### config.mk
export PLATFORM = sky130hd
export DESIGN_NAME = instruction_fetch_unit
export DESIGN_NICKNAME = d
export VERILOG_FILES = /design/src/rtl/instruction_fetch_unit.sv
export SDC_FILE = /design/constraint.sdc
export NUM_CORES = 1
export LEC_CHECK = 0
export CORE_MARGIN = 5
export CORE_UTILIZATION = 53
export CTS_BUF_LIST = sky130_fd_sc_hd__clkbuf_16
export DETAILED_ROUTE_END_ITERATION = 12
export PLACE_DENSITY = 0.81
export SYNTH_ARGS = -nofsm -noshare
export SYNTH_HDL_FRONTEND = slang
export SYNTH_SLANG_ARGS = --single-unit
### constraint.sdc
create_clock -name clk -period 3.8 [get_ports clk]
set_clock_uncertainty 0.15 [all_clocks]
set_input_delay 0.38 -clock clk [delete_from_list [all_inputs] [get_ports clk]]
set_output_delay 0.38 -clock clk [all_outputs]
set_load 0.01 [all_outputs]
### src/rtl/instruction_fetch_unit.sv
// Instruction fetch unit: owns the fetch PC, issues req/ack reads to
// instruction memory and delivers instruction + PC to decode. Handles
// decode stall (1-entry skid buffer), memory bus conflicts and jump
// redirects with flush of anything fetched on the wrong path.
module instruction_fetch_unit #(
    parameter logic [15:0] RESET_PC  = 16'h0000,
    parameter logic [15:0] NOP_INSTR = 16'h0800
) (
    input  logic        clk,
    input  logic        rst,
    input  logic [15:0] nextPCIn,
    input  logic        jumpTaken,
    input  logic        stall,
    input  logic        memBusy,
    input  logic        memAck,
    input  logic [15:0] memData,
    output logic        memReq,
    output logic [15:0] memAddr,
    output logic [15:0] instructionOut,
    output logic [15:0] currentPCOut,
    output logic        valid
);

    typedef enum logic [1:0] {IDLE, REQ, HOLD, DROP} state_t;

    state_t      state_q;
    logic [15:0] pc_q, addr_q, instr_q, cur_pc_q, buf_q, buf_pc_q;
    logic        req_q, valid_q;
    logic        slot_free;
    logic [15:0] pc_inc_d;

    // Output slot can take a new word if empty or being consumed this cycle
    always_comb begin
        slot_free = !valid_q || !stall;
        pc_inc_d  = pc_q + 16'd2;
    end

    // Fetch FSM; every output is a register updated here
    always_ff @(posedge clk or posedge rst) begin
        if (rst) begin
            state_q  <= IDLE;
            pc_q     <= RESET_PC;
            addr_q   <= RESET_PC;
            req_q    <= 1'b0;
            instr_q  <= NOP_INSTR;
            cur_pc_q <= RESET_PC;
            valid_q  <= 1'b0;
            buf_q    <= NOP_INSTR;
            buf_pc_q <= RESET_PC;
        end else if (jumpTaken) begin
            // Redirect wins over everything: flush output and buffer
            pc_q    <= nextPCIn;
            valid_q <= 1'b0;
            instr_q <= NOP_INSTR;
            if (req_q && !memAck) begin
                // Bus transaction cannot be aborted; wait it out and discard
                state_q <= DROP;
            end else begin
                state_q <= REQ;
                req_q   <= !memBusy;
                if (!memBusy) addr_q <= nextPCIn;
            end
        end else begin
            case (state_q)
                IDLE: begin
                    state_q <= REQ;
                    req_q   <= !memBusy;
                    if (!memBusy) addr_q <= pc_q;
                end
                REQ: begin
                    if (req_q && memAck) begin
                        pc_q <= pc_inc_d;
                        if (slot_free) begin
                            instr_q  <= memData;
                            cur_pc_q <= addr_q;
                            valid_q  <= 1'b1;
                            // Back-to-back request keeps 1 instr/cycle
                            req_q    <= !memBusy;
                            if (!memBusy) addr_q <= pc_inc_d;
                        end else begin
                            buf_q    <= memData;
                            buf_pc_q <= addr_q;
                            req_q    <= 1'b0;
                            state_q  <= HOLD;
                        end
                    end else begin
                        if (valid_q && !stall) begin
                            valid_q <= 1'b0;
                            instr_q <= NOP_INSTR;
                        end
                        if (!req_q && !memBusy) begin
                            req_q  <= 1'b1;
                            addr_q <= pc_q;
                        end
                    end
                end
                HOLD: begin
                    req_q <= 1'b0;
                    if (!stall) begin
                        instr_q  <= buf_q;
                        cur_pc_q <= buf_pc_q;
                        valid_q  <= 1'b1;
                        state_q  <= REQ;
                        req_q    <= !memBusy;
                        if (!memBusy) addr_q <= pc_q;
                    end
                end
                DROP: begin
                    if (valid_q && !stall) begin
                        valid_q <= 1'b0;
                        instr_q <= NOP_INSTR;
                    end
                    if (memAck) begin
                        // Stale wrong-path data is dropped; start the new path
                        state_q <= REQ;
                        req_q   <= !memBusy;
                        if (!memBusy) addr_q <= pc_q;
                    end
                end
                default: state_q <= IDLE;
            endcase
        end
    end

    assign memReq         = req_q;
    assign memAddr        = addr_q;
    assign instructionOut = instr_q;
    assign currentPCOut   = cur_pc_q;
    assign valid          = valid_q;

endmodule
==> After elaboration in Yosys (flattened, before gate mapping) <==
Cells that the tools add are included.
{ "word_totals": {"word_cells": 94, "out_inout_bits": 50, "register_bits": 100, "inputBits": 38} }
{ "classes": {"reduce_logical": 22, "bitwise_logic": 2, "eq_ne": 15, "add_sub_neg": 1, "mux": 45} }
{ "ops": {"columns": ["op", "n"], "rows": [
  ["$mux 16", 21],
  ["$pmux 16 s4", 1],
  ["$pmux 16 s3", 1],
  ["$pmux 16 s2", 1],
  ["$add 16x2->16 const B", 1],
  ["$ne 3x3->1 const B", 5],
  ["$mux 1", 12],
  ["$mux 2", 6],
  ["$ne 2x2->1 const B", 5],
  ["$ne 4x4->1 const B", 2],
  ["$pmux 2 s4", 1],
  ["$reduce_and 4->1", 2],
  ["$reduce_and 7->1", 1],
  ["$reduce_and 3->1", 2],
  ["$reduce_bool 2->1", 3],
  ["$logic_not 1->1", 5],
  ["$reduce_and 5->1", 1],
  ["$eq 2x2->1 const B", 2],
  ["$logic_and 1x1->1", 4],
  ["$pmux 1 s4", 1],
  ["$reduce_bool 4->1", 1],
  ["$pmux 1 s3", 1],
  ["$eq 2x1->1 const B", 1],
  ["$logic_not 2->1", 1],
  ["3 further kinds", 4]
]} }

==> Longest topological paths before layout <==
{ "logic_depth": {"ltp_word": 6, "ltp_mapped": 10, "ltp_nobuf": 6} }

==> Worst setup path after synthesis <==
No wires, ideal clock.
{ "synth_timing": {"path_kind": "register to register", "start": "register state_q[1]", "end": "register addr_q[0] (netlist: memAddr[0])", "path_stages_with_launch": 10, "t_required_ns": 3.525, "arrival_ns": 2.007, "setup_time_ns": 0.125, "synth_period_minus_slack_ns": 2.282, "path_slack_ns": 1.518, "n_path_buf": 3, "path_cell_list": "dfrtp_1 inv_1 ha_1 buf_6 or2_2 a31oi_4 and3_1 buf_4 buf_6 mux2_4"} }
{ "synth_between": {"elab_chain_cells": 3, "elab_cells_between_ends": 12, "classes_between": "8 x eq/ne; 2 x mux; 2 x reduce/logical"} }
{ "synth_rtl": {"columns": ["element", "line_no", "source"], "rows": [
  ["start: declaration", "26", "state_t state_q;"],
  ["start signal: assignment", "41", "state_q <= IDLE;"],
  ["start signal: assignment", "57", "state_q <= DROP;"],
  ["start signal: assignment", "59", "state_q <= REQ;"],
  ["$eq 2x1->1, or another cell as far along", "64", "case (state_q)"],
  ["$ne 4x4->1 (no line), or another cell as far along", null, null],
  ["$reduce_and 7->1 (no line) or $mux 16 (tied branches)", null, null],
  ["end signal: assignment", "61", "if (!memBusy) addr_q <= nextPCIn;"],
  ["end signal: assignment", "68", "if (!memBusy) addr_q <= pc_q;"],
  ["end signal: assignment", "79", "if (!memBusy) addr_q <= pc_inc_d;"],
  ["end: declaration", "27", "logic [15:0] pc_q, addr_q, instr_q, cur_pc_q, buf_q, buf_pc_q;"]
]} }
Several ways; a longest one is shown, not always the timed one.
A chain may end at the register's enable or synchronous reset.

==> Worst setup path after layout <==
{ "layout_timing": {"start": "register state_q[0]", "end": "register instr_q[8] (netlist: instructionOut[8])"} }
{ "layout_between": {"elab_chain_cells": 3, "elab_cells_between_ends": 9, "classes_between": "5 x eq/ne; 2 x mux; 2 x reduce/logical"} }
{ "layout_rtl": {"columns": ["element", "line_no", "source"], "rows": [
  ["$eq 2x1->1 or $eq 2x2->1 (tied branches)", "64", null],
  ["$ne 4x4->1 (no line), or another cell as far along", null, null],
  ["$reduce_and 3->1 (no line) or $mux 16 (tied branches)", null, null],
  ["end signal: assignment", "74", "instr_q <= memData;"],
  ["end signal: assignment", "100", "instr_q <= buf_q;"],
  ["end: declaration", "27", null]
]} }
Several ways; a longest one is shown, not always the timed one.

==> impl_metrics.toml <==
[clocking]
htreeDepth = 3
clock-root-buffer = "clkbuf_16"
cts-resized-gates = 0
cts.path.max_buffers = 2
cts_made_buffers = 9
holdBufCountCts = 0
clk_latency_ns = 0.35
cts_setup_buffers = 0
clock_sinks = 100
cts_tree = "built"
cts.clk_slew.worst_paths_ns = 0.07

[route]
first_pass_iters = 6
drt_wl_total_um = 12100
drc = 0
routed_via_density = 6.03
wire_per_inst_um = 18.5
postRouteAntennaNets = 0
vias = 3956
drt_first_iter_violations = 271

[yosys]
synth_top_cells_by_area = "dfrtp_1 (51%), nand2_1 (8.6%), mux2_2 (8.6%), o2bb2ai_1 (2.7%), a31oi_1 (2.2%)"
syn-num-nets = 511
async_reset_ff_frac = 1.00
synth_cells = 469
mappedNetlistArea_sq_um = 4830
ys_seq_area_frac = 0.519
synth_edf_count = 0
synth_top_cell_by_area = "dfrtp_1"
synth_warnings = 0
yosysUniqueCellTypes = 54
synth-seq-cells = 100
synth-main-ff-cell = "dfrtp_1"
synth_top_area_share = 0.508
avgSynthCellArea_sq_um = 10.3

[finish]
drive_above_1_share = 0.137
num-fill-cells = 659
final_common_cell = "nand2_1"
final_cell_mix = "nand2_1 (111), dfrtp_1 (98), clkdlybuf4s50_1 (87), mux2_2 (37), o21ai_0 (18)"
nets = 585
final_util = 0.684
diodes = 0
syn_to_final_growth_pct = 24.9

[place]
place_hpwl_um = 8050
port_buffers = 87
pre_cts_slack_ns = 0.831
place_congestion = 0.867

[timing]
fin_ws_ns = 1.02
slew_viol_final = 0
fmax_mhz = 360
hold_viol_final = 0
min_period_ns = 2.78
whs_ns = 0.318
finalCritPeriodShare = 0.732
setup_tns_ns = 0
rsz0062_at_grt = "no"
max_slew_margin = 0.122
setup-violations-final = 0
worstMarginPinSlew_ns = 1.32

[setup_path]
critPathSlowestCell = "a21oi_1"
path_buf_inv = 2
required_ns = 3.91
cp-startpoint = "state_q[0]"
cp-start-kind = "register"
crit_path_end_kind = "register"
cp.arrival_ns = 2.89
crit_type = "reg -> reg"
cp_top_family = "compound AO/OA/AOI/OAI gates"
cp_slowest_stage_delay_ns = 1.05
critical_path.max_fanout = 40
rr_startpoint = "state_q[0]"
path_cells = "inv_1 > ha_1 > buf_4 > a222oi_1 > a21oi_1 > o2bb2ai_1"

[power]
power_uw = 3220
peakVddDrop_uv = 324
p_leak_uw = 0.00261
powerDensity_nw_per_um2 = 535

[run_status]
status = "finished, final reports clean"

[die]
dieHeight_um = 105
dieArea_sq_um = 11100
num_rows = 34
io_pins = 88
die_w_um = 105
start_util = 0.548
core_sq_um = 8810

[global_route]
grt_max_degree = 66
grt_remaining_overflow = 0
grt_usage = 0.223
antenna_found_initial = 0
grt_pass1_wl_um = 20100
grt_pass1_vias = 4032

[worst_hold_path]
hold_path.startpoint = "buf_q[11]"
hold_class = "reg -> reg"

[job]
drv_cap = 0
## kinds of logic after synthesis
kind of cell | count (synthesis) | share of synthesized area
fa+ha+maj | 4 | 0.0104
flops | 100 | 0.519
simple gates | 179 | 0.174
buf+inv | 43 | 0.0433
xor+xnor | 2 | 0.00363
compound gates | 96 | 0.143
mux | 45 | 0.107
## where the power goes
group	internal (uW)	switching, uW
registers	1290	169
clock network	462	434
logic	498	374
## per-stage QoR
step | cell area (sq um) | cells
2_1_floorplan | 4830 | 469
3_3_place_gp | 5730 | 640
3_5_place_dp | 5730 | 640
4_1_cts | 6030 | 656
5_1_grt | 6030 | 656
6_report | 6030 | 656
## layout make-up
cell class	count	area, sq um	area share
sequential	100	2500	0.416
multi-input combinational	326	2120	0.351
timing repair buffer	92	921	0.153
clock buffer	9	225	0.0374
tap	108	135	0.0224
clock inverter	7	67.6	0.0112
inverter	14	55.1	0.00914
## path summary, 6_finish.rpt
kind / endpoint / slack, ns / cells past startpoint
max: instructionOut[8] / 1.02 / 6
min: buf_q[11] / 0.32 / 2
max reg2reg: instructionOut[8] / 1.02 / 6
min reg2reg: buf_q[11] / 0.32 / 2
max in group asynchronous: currentPCOut[2] / 2.41 / 3
min in group asynchronous: buf_pc_q[8] / 0.41 / 2
## worst reg2reg max path, stage by stage (launching register included)
cell,delay [ns]
dfrtp_1,0.41
inv_1,0.07
ha_1,0.16
buf_4,0.45
a222oi_1,0.21
a21oi_1,1.05
o2bb2ai_1,0.20
## flip-flops by register name, summed over array words and instances (netlist names)
name	flops
currentPCOut	16
pc_q	16
buf_q	16
state_q	2
instructionOut	16
valid	1
memReq	1
memAddr	16
buf_pc_q	16
## routing by layer
layer | GRT usage | vias up | share of wire
met5 | 0 | - | 0
met1 | 0.295 | 1930 | 0.43
li1 | - | 1818 | -
met4 | 0.0797 | 0 | 0.020
met3 | 0.0465 | 28 | 0.071
met2 | 0.365 | 180 | 0.48
## cells in the mapped netlist (3+ instances only)
cell / n
ha_1: 4
a31oi_1: 17
mux2i_1: 4
o31ai_1: 4
or3_1: 3
a22oi_1: 14
mux2_4: 4
nand2b_1: 5
mux2_2: 37
a21oi_1: 7
nor2b_1: 3
and2_1: 7
nor4_1: 7
buf_6: 4
nor2_1: 12
nand3_1: 9
o21a_1: 3
o32ai_1: 3
clkbuf_1: 14
inv_1: 14
nand2_1: 111
or4_1: 5
o2bb2ai_1: 15
o21ai_0: 18
dfrtp_1: 98
nand4_1: 5
buf_2: 8
No activity file was read; power rests on OpenSTA's default activity.
